$ cat config.mk
export PLATFORM = sky130hd
export DESIGN_NAME = acq_engine
export DESIGN_NICKNAME = d
export VERILOG_FILES = /design/src/rtl/acq_engine.sv
export SDC_FILE = /design/constraint.sdc
export NUM_CORES = 1
export LEC_CHECK = 0
export CORE_UTILIZATION = 25
export DETAILED_ROUTE_END_ITERATION = 6
export PLACE_DENSITY_LB_ADDON = 0.1
export SLEW_MARGIN = 10
export SYNTH_ARGS = -nofsm -noshare
export SYNTH_HDL_FRONTEND = slang
export SYNTH_SLANG_ARGS = --single-unit
$ cat constraint.sdc
create_clock -name clk_50mhz -period 4 [get_ports clk_50mhz]
set_input_delay 0.8 -clock clk_50mhz [delete_from_list [all_inputs] [get_ports clk_50mhz]]
set_output_delay 0.8 -clock clk_50mhz [all_outputs]
set_load 0.05 [all_outputs]
$ cat src/rtl/acq_engine.sv
// Acquisition engine: divides the clock into ADC sample ticks, streams samples into a
// circular sample RAM, and evaluates level/edge, external, forced and timeout triggers.
module acq_engine #(
    parameter int DATA_W = 8,
    parameter int ADDR_W = 8,
    parameter int DIV_W  = 16
) (
    input  logic              clk_50mhz,
    input  logic              reset,
    input  logic              activate,
    input  logic [DIV_W-1:0]  div,
    input  logic [ADDR_W-1:0] pre_cnt,
    input  logic [DATA_W-1:0] trig_level,
    input  logic              trig_edge,
    input  logic              trig_ext,
    input  logic              force_trig,
    input  logic              auto_en,
    output logic              adc_clk,
    input  logic [DATA_W-1:0] adc_data,
    output logic              mem_we,
    output logic [ADDR_W-1:0] mem_addr,
    output logic [DATA_W-1:0] mem_data,
    output logic              busy,
    output logic              done,
    output logic [ADDR_W-1:0] start_addr,
    output logic [ADDR_W-1:0] trig_addr,
    output logic              trig_auto
);

    localparam int CNT_W = ADDR_W + 1;
    localparam int DEPTH = 1 << ADDR_W;

    localparam logic [2:0] S_IDLE  = 3'd0;
    localparam logic [2:0] S_FILL  = 3'd1;
    localparam logic [2:0] S_ARMED = 3'd2;
    localparam logic [2:0] S_POST  = 3'd3;
    localparam logic [2:0] S_DONE  = 3'd4;

    logic [2:0]        state;
    logic [DIV_W-1:0]  cnt;
    logic [DIV_W-1:0]  div_l;
    logic [ADDR_W-1:0] pre_l;
    logic [DATA_W-1:0] lvl_l;
    logic              edge_l;
    logic              auto_l;
    logic [ADDR_W-1:0] wp;
    logic [CNT_W-1:0]  scnt;
    logic [CNT_W-1:0]  acnt;
    logic [DATA_W-1:0] prev;
    logic              prev_vld;

    logic [DIV_W-1:0]  d_eff;
    logic              tick;
    logic              int_trig;
    logic              real_trig;
    logic              auto_hit;
    logic [CNT_W-1:0]  post_len;

    assign busy     = (state == S_FILL) || (state == S_ARMED) || (state == S_POST);
    assign done     = (state == S_DONE);
    assign d_eff    = (div_l == '0) ? DIV_W'(1) : div_l;
    assign tick     = busy && (cnt == d_eff);
    assign post_len = CNT_W'(DEPTH - 1) - CNT_W'(pre_l);

    // The previous sample is meaningless until one sample of this capture exists.
    assign int_trig = prev_vld && (edge_l ? (prev > lvl_l && adc_data <= lvl_l)
                                          : (prev < lvl_l && adc_data >= lvl_l));
    assign real_trig = int_trig || trig_ext || force_trig;
    assign auto_hit  = auto_l && (acnt == CNT_W'(DEPTH - 1));

    always_ff @(posedge clk_50mhz or negedge reset) begin
        if (!reset) begin
            state      <= S_IDLE;
            cnt        <= '0;
            div_l      <= '0;
            pre_l      <= '0;
            lvl_l      <= '0;
            edge_l     <= 1'b0;
            auto_l     <= 1'b0;
            wp         <= '0;
            scnt       <= '0;
            acnt       <= '0;
            prev       <= '0;
            prev_vld   <= 1'b0;
            adc_clk    <= 1'b0;
            mem_we     <= 1'b0;
            mem_addr   <= '0;
            mem_data   <= '0;
            start_addr <= '0;
            trig_addr  <= '0;
            trig_auto  <= 1'b0;
        end else begin
            mem_we  <= 1'b0;
            adc_clk <= 1'b0;
            cnt     <= (busy && !tick) ? cnt + DIV_W'(1) : '0;

            // A tick coinciding with an abort is dropped so nothing is written after it.
            if (tick && activate) begin
                adc_clk  <= 1'b1;
                mem_we   <= 1'b1;
                mem_addr <= wp;
                mem_data <= adc_data;
                wp       <= wp + ADDR_W'(1);
                prev     <= adc_data;
                prev_vld <= 1'b1;
            end

            case (state)
                S_IDLE: begin
                    if (activate) begin
                        div_l     <= div;
                        pre_l     <= pre_cnt;
                        lvl_l     <= trig_level;
                        edge_l    <= trig_edge;
                        auto_l    <= auto_en;
                        wp        <= '0;
                        scnt      <= '0;
                        acnt      <= '0;
                        prev_vld  <= 1'b0;
                        trig_auto <= 1'b0;
                        state     <= (pre_cnt == '0) ? S_ARMED : S_FILL;
                    end
                end
                S_FILL: begin
                    if (!activate) begin
                        state <= S_IDLE;
                    end else if (tick) begin
                        if (scnt + CNT_W'(1) == CNT_W'(pre_l)) begin
                            scnt  <= '0;
                            state <= S_ARMED;
                        end else begin
                            scnt <= scnt + CNT_W'(1);
                        end
                    end
                end
                S_ARMED: begin
                    if (!activate) begin
                        state <= S_IDLE;
                    end else if (tick) begin
                        if (real_trig || auto_hit) begin
                            trig_addr  <= wp;
                            start_addr <= wp - pre_l;
                            trig_auto  <= !real_trig;
                            scnt       <= '0;
                            state      <= S_POST;
                        end else begin
                            acnt <= acnt + CNT_W'(1);
                        end
                    end
                end
                S_POST: begin
                    // Finish on the edge closing the final write; ticks never coincide with a write.
                    if (!activate) begin
                        state <= S_IDLE;
                    end else begin
                        if (tick)
                            scnt <= scnt + CNT_W'(1);
                        if (mem_we && scnt == post_len)
                            state <= S_DONE;
                    end
                end
                S_DONE: begin
                    if (!activate)
                        state <= S_IDLE;
                end
                default: state <= S_IDLE;
            endcase
        end
    end

endmodule

==> impl_metrics.sql, run 1 <==
INSERT INTO impl_metrics (metric_group, metric, value, unit) VALUES
('outcome', 'outcome', 'complete, no violations', ''),
('sta', 'number_of_failing_setup_endpoints_in_the_final_timing_report', '0', ''),
('yosys', 'async_flop_share', '100', '%'),
('setup_path', 'crit_path_end_kind', 'register', ''),
('yosys', 'yosys.area_share.xor_xnor', '7.23', '%'),
('sta', 'slew-limit-headroom', '40.0', '%'),
('pwr', 'switchingPower', '0.00167', 'W'),
('clock_tree', 'ctsHoldBuffers', '0', ''),
('yosys', 'synth.ff_latch_count', '114', ''),
('route', 'avgRoutedWirePerCell', '15.4', 'µm'),
('worst_hold_path', 'min_path_type', 'in2async', ''),
('layout', 'finalInstanceArea', '7960', 'µm²'),
('layout', 'area_growth', '29.2', '%'),
('layout', 'final_core_util', '32.8', '%'),
('yosys', 'netlist_area', '6160', 'µm²'),
('clock_tree', 'clock_tree.htree_level_count', '4', ''),
('yosys', 'synth_simple_gate_area_share', '20.4', '%'),
('global_route', 'grt_util_met1', '18.4', '%'),
('layout', 'design.final.nets', '784', ''),
('placement', 'port-buffer-count', '83', ''),
('clock_tree', 'numCtsBuffers', '17', ''),
('setup_path', 'cp_data_required_time', '4.26', 'ns'),
('global_route', 'grt_pass1_vias', '4952', ''),
('yosys', 'ys.warnings.count', '0', ''),
('layout', 'layout.cells.non_filler', '1045', ''),
('clock_tree', 'post-cts-setup-buffers', '0', ''),
('layout', 'antenna-diode-count', '0', ''),
('placement', 'dp_hpwl', '11.8', 'mm'),
('setup_path', 'arrival', '3.40', 'ns'),
('setup_path', 'worst-setup-path-type', 'in2reg', ''),
('global_route', 'grt_first_pass_wirelength', '26.9', 'mm'),
('route', 'ant_nets', '0', ''),
('global_route', 'met3_usage', '2.87', '%'),
('sta', 'final_min_period_over_clock_period', '78.5', '%'),
('pwr', 'pwr-share-clk', '34.4', '%'),
('setup_path', 'cp_max_fo', '9', ''),
('yosys', 'synth_top_cell_by_area', 'dfrtp_1', ''),
('placement', 'place.detailed.instances', '1013', ''),
('yosys', 'postSynthNetCount', '697', ''),
('placement', 'placed_cell_area', '7340', 'µm²'),
('sta', 'grt_setup_unrepaired', 'no', ''),
('pwr', 'max-vdd-ir-drop', '0.000315', 'V'),
('floorplan', 'die_y', '159', 'µm'),
('global_route', 'busiest_layer', 'met2', ''),
('yosys', 'synth-adder-area-share', '6.01', '%'),
('yosys', 'synthesis.area_per_instance', '9.92', 'µm²'),
('yosys', 'netlist-cell-type-count', '61', ''),
('clock_tree', 'clock_path_buffers', '2', ''),
('clock_tree', 'clockRootBuffer', 'clkbuf_16', ''),
('layout', 'register_area', '2850', 'µm²'),
('route', 'routed_via_density', '4.62', ''),
('pwr', 'powerDensity', '580', 'nW/µm²'),
('global_route', 'gr-total-overflow', '0', ''),
('sta', 'totalNegativeSetupSlack', '0', 'ns'),
('clock_tree', 'tritoncts_num_sinks', '114', ''),
('route', 'detail_route.first_pass.iterations', '5', ''),
('layout', 'post_route_cells_drive_above_1_share', '12.1', '%'),
('flow_run', 'number_of_max_cap_violations', '0', ''),
('pwr', 'power.share.switching', '36.2', '%'),
('yosys', 'yosys.area.top_type_share', '46.3', '%'),
('yosys', 'synth_compound_gate_area_share', '9.97', '%'),
('route', 'post-route-drc-count', '0', ''),
('route', 'dr.first_iter.drc_count', '227', ''),
('global_route', 'grt_max_degree', '73', ''),
('yosys', 'yosys.cell_count.top_type', 'dfrtp_1', ''),
('pwr', 'static-leakage-power', '3.61', 'nW'),
('route', 'postRouteWirelength', '16.1', 'mm'),
('global_route', 'grt_util_all_layers', '13.4', '%'),
('floorplan', 'die_w', '159', 'µm'),
('floorplan', 'placeableCoreArea', '24200', 'µm²'),
('pwr', 'combinationalPowerShare', '30.1', '%');
-- metal layers --
metal / share of wire, % / up-vias
met1: 48 / 2345
met3: 3.7 / 11
met5: 0 / -
met2: 47 / 104
met4: 0.93 / 0
li1: - / 2365
-- worst paths after layout --
path | from | to | slack [ns] | cells past startpoint
max | adc_data[0] | acnt[4] | 0.86 | 9
min | reset | trig_addr[5] | 0.39 | 1
max reg2reg | acnt[0] | acnt[4] | 0.96 | 9
min reg2reg | div_l[0] | div_l[0] | 0.50 | 2
max in group asynchronous | reset | scnt[2] | 2.79 | 2
min in group clk_50mhz | div_l[0] | div_l[0] | 0.50 | 2
-- state kept, by name (all words and copies together), names as in the netlist --
signal      count
cnt            16
div_l          16
acnt            9
scnt            9
lvl_l           8
mem_addr        8
pre_l           8
prev            8
start_addr      8
trig_addr       8
wp              8
state           3
auto_l          1
edge_l          1
mem_we          1
prev_vld        1
trig_auto       1
-- logic make-up after synthesis --
kind of cell               Yosys count
buffers and inverters               48
xor gates and xnor gates            50
and+or+nand+nor                    252
adders and majority gates           29
AOI/OAI and AO/OA                   92
muxes                               36
DFF                                114
-- critical path, stage by stage --
cell             delay [ns]
clkdlybuf4s50_1        0.49
inv_1                  0.05
ha_1                   0.27
and4_1                 0.20
o311ai_0               0.32
a211o_1                0.33
nand4_2                0.26
o311ai_0               0.53
o31ai_1                0.14
-- cell usage in the layout (no fill, tap or decap), types with 6 or more instances in the layout --
master and count:
nand4_1 7, nand2b_1 6, inv_1 26, nor3_1 8, nor2_1 40, ha_1 28, clkbuf_16 17, nand2_1 107
clkdlybuf4s50_1 82, o211ai_1 15, a21oi_1 12, dfrtp_1 114, xor2_1 33, mux2_2 30, and3_1 11, nand3_1 27
o21ai_0 26, nor2b_1 7, xnor2_1 16, nor4_1 6, buf_4 7
-- power groups by stage --
stage	clock network, W	logic [W]	registers, W
3_5_place_dp	0	0.00142	0.00166
2_1_floorplan	0	0.00101	0.00159
5_1_grt	0.00169	0.00159	0.00168
6_report	0.00159	0.00139	0.00164
4_1_cts	0.00164	0.00143	0.00164
3_3_place_gp	0	0.00140	0.00166
-- layout make-up --
class | instances | share of cell area [%]
clock buffers | 19 | 5.56
clock inverters | 13 | 2.18
inverters | 26 | 1.23
multi-input cells | 459 | 38.9
flip-flops and latches | 114 | 35.8
well taps | 324 | 5.09
repair buffers | 90 | 11.2
-- metrics by stage --
stage / power [W] / worst slack [ns] / hold slack, ns
2_1_floorplan: 0.00260 / 1.24 / 0.446
3_3_place_gp: 0.00307 / 0.450 / 0.493
3_5_place_dp: 0.00308 / 0.438 / 0.494
4_1_cts: 0.00471 / 0.816 / 0.407
5_1_grt: 0.00495 / 0.671 / 0.428
6_report: 0.00462 / 0.861 / 0.386
Note: power is estimated with default switching activity, not from simulation.
==> run 2, diff against run 1 <==
==> constraint.sdc (replaced) <==
create_clock -name clk_50mhz -period 3.2 [get_ports clk_50mhz]
set_input_delay 0.64 -clock clk_50mhz [delete_from_list [all_inputs] [get_ports clk_50mhz]]
set_output_delay 0.64 -clock clk_50mhz [all_outputs]
set_load 0.05 [all_outputs]
==> impl_metrics.sql, run 2 (same netlist as run 1, synthesis figures left out) <==
INSERT INTO impl_metrics (metric_group, metric, value, unit) VALUES
('layout', 'finalInstanceArea', '8020', 'µm²'),
('layout', 'area_growth', '30.2', '%'),
('layout', 'reg.largest.list', 'cnt x16, div_l x16', ''),
('pwr', 'powerDensity', '725', 'nW/µm²'),
('global_route', 'grt_util_all_layers', '13.6', '%'),
('clock_tree', 'post_cts_resized', '0', ''),
('layout', 'post_route_cells_drive_above_1_share', '12.9', '%'),
('global_route', 'grt_first_pass_wirelength', '27.3', 'mm'),
('global_route', 'grt_max_degree', '53', ''),
('setup_path', 'cell_by_cell_trace_of_the_critical_path', 'nor2_1 -> nor2_1 -> clkdlybuf4s50_1', ''),
('placement', 'dp_hpwl', '11.9', 'mm'),
('setup_path', 'worst_r2r_startpoint', 'scnt[0]', ''),
('sta', 'slew-limit-headroom', '24.5', '%'),
('setup_path', 'r2r_cells', '8', ''),
('route', 'routed-via-count', '4797', ''),
('sta', 'achievable-frequency', '336', 'MHz'),
('setup_path', 'arrival', '2.34', 'ns'),
('sta', 'final_min_period_over_clock_period', '93.1', '%'),
('flow_run', 'number_of_max_cap_violations', '0', ''),
('route', 'avgRoutedWirePerCell', '15.5', 'µm'),
('pwr', 'max-vdd-ir-drop', '0.000348', 'V'),
('floorplan', 'start_util', '25.4', '%'),
('clock_tree', 'tritoncts_num_sinks', '114', ''),
('setup_path', 'worst-setup-path-type', 'reg2out', ''),
('floorplan', 'rows', '57', ''),
('route', 'routed_via_density', '4.56', ''),
('placement', 'globalplace.congestion', '0.794', ''),
('floorplan', 'placeableCoreArea', '24200', 'µm²'),
('sta', 'timing.final.crit_period', '2.98', 'ns'),
('outcome', 'outcome', 'complete, no violations', ''),
('sta', 'final-max-slew-violation-count', '0', ''),
('sta', 'hold_viol', '0', ''),
('setup_path', 'critical-path-top-delay-family', 'buffers and inverters', ''),
('sta', 'worstMarginPinSlew', '1.12', 'ns'),
('pwr', 'static-leakage-power', '3.66', 'nW'),
('layout', 'layout.cells.non_filler', '1053', ''),
('global_route', 'gr-total-overflow', '0', ''),
('route', 'detail_route.first_pass.iterations', '4', ''),
('placement', 'port-buffer-count', '83', ''),
('route', 'ant_nets', '0', ''),
('clock_tree', 'clock_tree.htree_level_count', '4', ''),
('worst_hold_path', 'min_path_type', 'in2async', ''),
('setup_path', 'max_stage_delay', '0.86', 'ns'),
('setup_path', 'cp_common_cell', 'nor2_1', ''),
('placement', 'placed_cell_area', '7410', 'µm²'),
('global_route', 'grt_antenna_before_repair', '0', ''),
('clock_tree', 'post-cts-setup-buffers', '0', ''),
('floorplan', 'die_y', '159', 'µm'),
('layout', 'antenna-diode-count', '0', ''),
('global_route', 'grt_pass1_vias', '5085', ''),
('sta', 'number_of_failing_setup_endpoints_in_the_final_timing_report', '0', ''),
('layout', 'design.final.nets', '793', ''),
('setup_path', 'critical_path.reg2reg.endpoint', 'scnt[6]', ''),
('sta', 'grt_setup_unrepaired', 'no', ''),
('layout', 'layout_commonest_cell', 'dfrtp_1', ''),
('sta', 'clock_skew', '0.0218', 'ns'),
('placement', 'place.detailed.instances', '1022', ''),
('clock_tree', 'clk_latency', '0.42', 'ns'),
('route', 'postRouteWirelength', '16.3', 'mm'),
('setup_path', 'r2r_slack', '0.48', 'ns'),
('setup_path', 'critPathBufInv', '1', ''),
('route', 'post-route-drc-count', '0', ''),
('clock_tree', 'clockRootBuffer', 'clkbuf_16', ''),
('setup_path', 'slowest_stage', 'clkdlybuf4s50_1', ''),
('clock_tree', 'clock_transition_at_the_register_clock_pins_on_the_worst_setup_and_hold_paths_after_cts', '0.06', 'ns'),
('layout', 'layout_common_cells', 'dfrtp_1 (114), nand2_1 (107), clkdlybuf4s50_1 (82)', ''),
('setup_path', 'cp_max_fo', '16', ''),
('clock_tree', 'clock_path_buffers', '2', ''),
('clock_tree', 'ctsHoldBuffers', '0', ''),
('floorplan', 'top_level_ports', '84', ''),
('setup_path', 'cp_data_required_time', '2.56', 'ns'),
('floorplan', 'die_w', '159', 'µm'),
('setup_path', 'crit_path_end_kind', 'output pin', ''),
('route', 'dr.first_iter.drc_count', '216', ''),
('setup_path', 'setup.worst_path.start_class', 'register', ''),
('floorplan', 'die_area', '25300', 'µm²'),
('clock_tree', 'cts_tree', 'done', ''),
('clock_tree', 'numCtsBuffers', '17', '');
==> run 2: cell types whose count changed in the layout (fill, tap and decap cells not counted) <==
cell,change
buf_4,+9
clkinv_2,+5
inv_6,-4
clkinv_4,-2
clkinvlp_4,-2
bufinv_16,+1
clkbuf_1,+1
==> run 2: how the worst max path moves through the flow <==
stage / start / cells after the start / slack, ns / to
after floorplan: state[1] / 7 / 0.54 / prev[1]
after global placement: adc_data[0] / 9 / -0.10 / trig_addr[4]
after detailed placement: adc_data[0] / 9 / -0.1 / trig_addr[1]
after CTS: state[0] / 3 / 0.20 / busy
after global routing: adc_data[0] / 9 / 0.12 / trig_addr[1]
final: state[0] / 3 / 0.22 / busy
==> run 2: layer usage <==
metal	track usage [%]	wire (µm)
met5	0	0
met2	22.2	7940
met3	3.44	504
met1	17.6	7750
met4	4.28	125
==> run 2: cell type report <==
class / instances / area [µm²]
multi-input cells: 459 / 3090
well taps: 324 / 405
fillers: 2529 / 16200
repair buffers: 99 / 961
inverters: 26 / 97.6
flip-flops and latches: 114 / 2850
clock buffers: 20 / 447
clock inverters: 11 / 161
==> run 2: per-stage QoR <==
| stage | utilization, % | setup slack [ns] | hold WS (ns) | power [W] | TNS, ns |
|---|---|---|---|---|---|
| detailed placement | 30.6 | -0.0995 | 0.468 | 0.00387 | -1.56 |
| floorplan | - | 0.545 | 0.344 | 0.00325 | 0 |
| global placement | 30.6 | -0.100 | 0.468 | 0.00384 | -1.52 |
| global route | 33.1 | 0.116 | 0.214 | 0.00622 | 0 |
| CTS | 33.1 | 0.201 | 0.191 | 0.00592 | 0 |
| finish | 33.1 | 0.220 | 0.192 | 0.00581 | 0 |
==> run 2: where the power goes <==
group          leakage (nW)  switching [W]  total (W)  internal (W)
Clock                 0.299       0.000684    0.00200       0.00131
Sequential             1.52       0.000318    0.00204       0.00173
Combinational          1.84        0.00107    0.00177      0.000703
Total                  3.66        0.00207    0.00581       0.00374
==> run 3, diff against run 2 <==
--- a/config.mk
+++ b/config.mk
@@ -6,6 +6,7 @@
 export NUM_CORES = 1
 export LEC_CHECK = 0
 export CORE_UTILIZATION = 25
+export CTS_BUF_LIST = sky130_fd_sc_hd__clkbuf_16
 export DETAILED_ROUTE_END_ITERATION = 6
 export PLACE_DENSITY_LB_ADDON = 0.1
 export SLEW_MARGIN = 10
==> impl_metrics.sql, run 3 (same netlist as run 1, synthesis figures left out) <==
INSERT INTO impl_metrics (metric_group, metric, value, unit) VALUES
('outcome', 'outcome', 'complete, no violations', ''),
('layout', 'area_growth', '30.0', '%'),
('placement', 'placed_cell_area', '7410', 'µm²'),
('sta', 'grt_setup_unrepaired', 'no', ''),
('layout', 'multi_input_area', '3090', 'µm²'),
('setup_path', 'slowest_stage', 'clkdlybuf4s50_1', ''),
('sta', 'final_min_period_over_clock_period', '92.8', '%'),
('global_route', 'gr-total-overflow', '0', ''),
('route', 'routed_via_density', '4.58', ''),
('clock_tree', 'post-cts-setup-buffers', '0', ''),
('global_route', 'grt_pass1_vias', '5079', ''),
('sta', 'hold_viol', '0', ''),
('setup_path', 'cp_common_cell', 'nor2_1', ''),
('floorplan', 'start_util', '25.4', '%'),
('pwr', 'design_power_total', '0.00578', 'W'),
('sta', 'worstMarginPinSlew', '1.13', 'ns'),
('sta', 'slew-limit-headroom', '23.9', '%'),
('sta', 'timing.final.crit_period', '2.97', 'ns'),
('layout', 'design.final.nets', '793', ''),
('route', 'avgRoutedWirePerCell', '15.5', 'µm'),
('setup_path', 'setup.worst_path.start_class', 'register', ''),
('route', 'dr.first_iter.drc_count', '226', ''),
('setup_path', 'arrival', '2.33', 'ns'),
('floorplan', 'die_area', '25300', 'µm²'),
('floorplan', 'top_level_ports', '84', ''),
('floorplan', 'placeableCoreArea', '24200', 'µm²'),
('sta', 'number_of_failing_setup_endpoints_in_the_final_timing_report', '0', ''),
('layout', 'fillCellCount', '2530', ''),
('route', 'met1Wirelength', '7.60', 'mm'),
('floorplan', 'rows', '57', ''),
('route', 'post-route-drc-count', '0', ''),
('layout', 'post_route_cells_drive_above_1_share', '12.8', '%'),
('pwr', 'powerDensity', '722', 'nW/µm²'),
('clock_tree', 'ctsHoldBuffers', '0', ''),
('layout', 'layout_common_cells', 'dfrtp_1 (114), nand2_1 (107), clkdlybuf4s50_1 (82)', ''),
('clock_tree', 'clk_latency', '0.42', 'ns'),
('placement', 'globalplace.congestion', '0.794', ''),
('pwr', 'static-leakage-power', '3.66', 'nW'),
('setup_path', 'max_stage_delay', '0.86', 'ns'),
('floorplan', 'die_w', '159', 'µm'),
('clock_tree', 'clock_tree.htree_level_count', '4', ''),
('route', 'ant_nets', '0', ''),
('placement', 'dp_hpwl', '11.9', 'mm'),
('clock_tree', 'tritoncts_num_sinks', '114', ''),
('setup_path', 'cp_data_required_time', '2.56', 'ns'),
('floorplan', 'die_y', '159', 'µm'),
('layout', 'finalInstanceArea', '8010', 'µm²'),
('route', 'met3RoutedLength', '622', 'µm'),
('route', 'postRouteWirelength', '16.3', 'mm'),
('global_route', 'grt_util_all_layers', '13.6', '%'),
('clock_tree', 'cts_tree', 'done', ''),
('layout', 'final_core_util', '33.0', '%'),
('clock_tree', 'numCtsBuffers', '17', ''),
('sta', 'achievable-frequency', '337', 'MHz'),
('clock_tree', 'post_cts_resized', '0', ''),
('clock_tree', 'clock_path_buffers', '2', ''),
('sta', 'final-max-slew-violation-count', '0', ''),
('clock_tree', 'clockRootBuffer', 'clkbuf_16', ''),
('setup_path', 'cell_by_cell_trace_of_the_critical_path', 'nor2_1 -> nor2_1 -> clkdlybuf4s50_1', ''),
('layout', 'register_area', '2850', 'µm²'),
('setup_path', 'worst-setup-path-type', 'reg2out', ''),
('placement', 'port-buffer-count', '83', ''),
('route', 'met2RoutedLength', '7.89', 'mm'),
('layout', 'antenna-diode-count', '0', ''),
('global_route', 'grt_antenna_before_repair', '0', ''),
('route', 'detail_route.first_pass.iterations', '4', ''),
('pwr', 'max-vdd-ir-drop', '0.000354', 'V'),
('worst_hold_path', 'min_path_type', 'in2async', ''),
('layout', 'reg.largest.list', 'cnt x16, div_l x16', ''),
('clock_tree', 'clock_transition_at_the_register_clock_pins_on_the_worst_setup_and_hold_paths_after_cts', '0.06', 'ns'),
('setup_path', 'crit_path_end_kind', 'output pin', ''),
('route', 'top_layer_used', 'met4', ''),
('sta', 'clock_skew', '0.00883', 'ns'),
('global_route', 'grt_max_degree', '53', ''),
('flow_run', 'number_of_max_cap_violations', '0', ''),
('layout', 'layout_commonest_cell', 'dfrtp_1', ''),
('route', 'routed-via-count', '4820', ''),
('setup_path', 'cp_max_fo', '16', ''),
('global_route', 'grt_first_pass_wirelength', '27.3', 'mm');
[run 3: cell types whose count changed in the layout (fill, tap and decap cells not counted), sizes merged]
| cell | previous run | this run |
|---|---|---|
| clkbuf | 20 | 17 |
| inv | 26 | 28 |
| clkinv | 6 | 7 |
[run 3: per-layer routing]
metal | vias to the layer above | global-route usage (%)
li1 | 2375 | -
met4 | 0 | 4.28
met2 | 85 | 22.0
met5 | - | 0
met3 | 9 | 3.44
met1 | 2351 | 17.8
[run 3: metrics by stage]
step / hold slack (ns) / instances / setup TNS [ns] / setup slack [ns]
finish: 0.191 / 1053 / 0 / 0.230
global route: 0.216 / 1053 / 0 / 0.117
CTS: 0.195 / 1053 / 0 / 0.202
detailed placement: 0.468 / 1022 / -1.56 / -0.0995
global placement: 0.468 / 1022 / -1.52 / -0.100
floorplan: 0.344 / 621 / 0 / 0.545
[run 3: final timing paths]
kind                       startpoint            end  cells past startpoint  slack [ns]
max reg2reg                   scnt[0]        scnt[6]                      8        0.45
max                          state[0]           busy                      3        0.23
min                             reset  start_addr[7]                      1        0.19
min reg2reg                    auto_l         auto_l                      2        0.48
min in group clk_50mhz         auto_l         auto_l                      2        0.48
max in group asynchronous       reset       lvl_l[1]                      2        2.22
[run 3: final cells by class]
cell class,count,area share [%]
Inverter,26,1.22
Clock buffer,17,5.31
Sequential cell,114,35.6
Tap cell,324,5.06
Multi-Input combinational cell,459,38.6
Clock inverter,14,2.16
Timing Repair Buffer,99,12.0
[run 3: where the power goes]
| group | leakage, nW | switching (W) | internal (W) |
|---|---|---|---|
| combinational | 1.84 | 0.00107 | 0.000703 |
| clock | 0.302 | 0.000684 | 0.00128 |
| sequential | 1.52 | 0.000319 | 0.00173 |
[run 3: worst max-delay path: cells and delay by family (launching register included)]
family,cells,cell delay (ns)
buf+inv,1,0.86
flops,1,0.68
simple gates,2,0.38
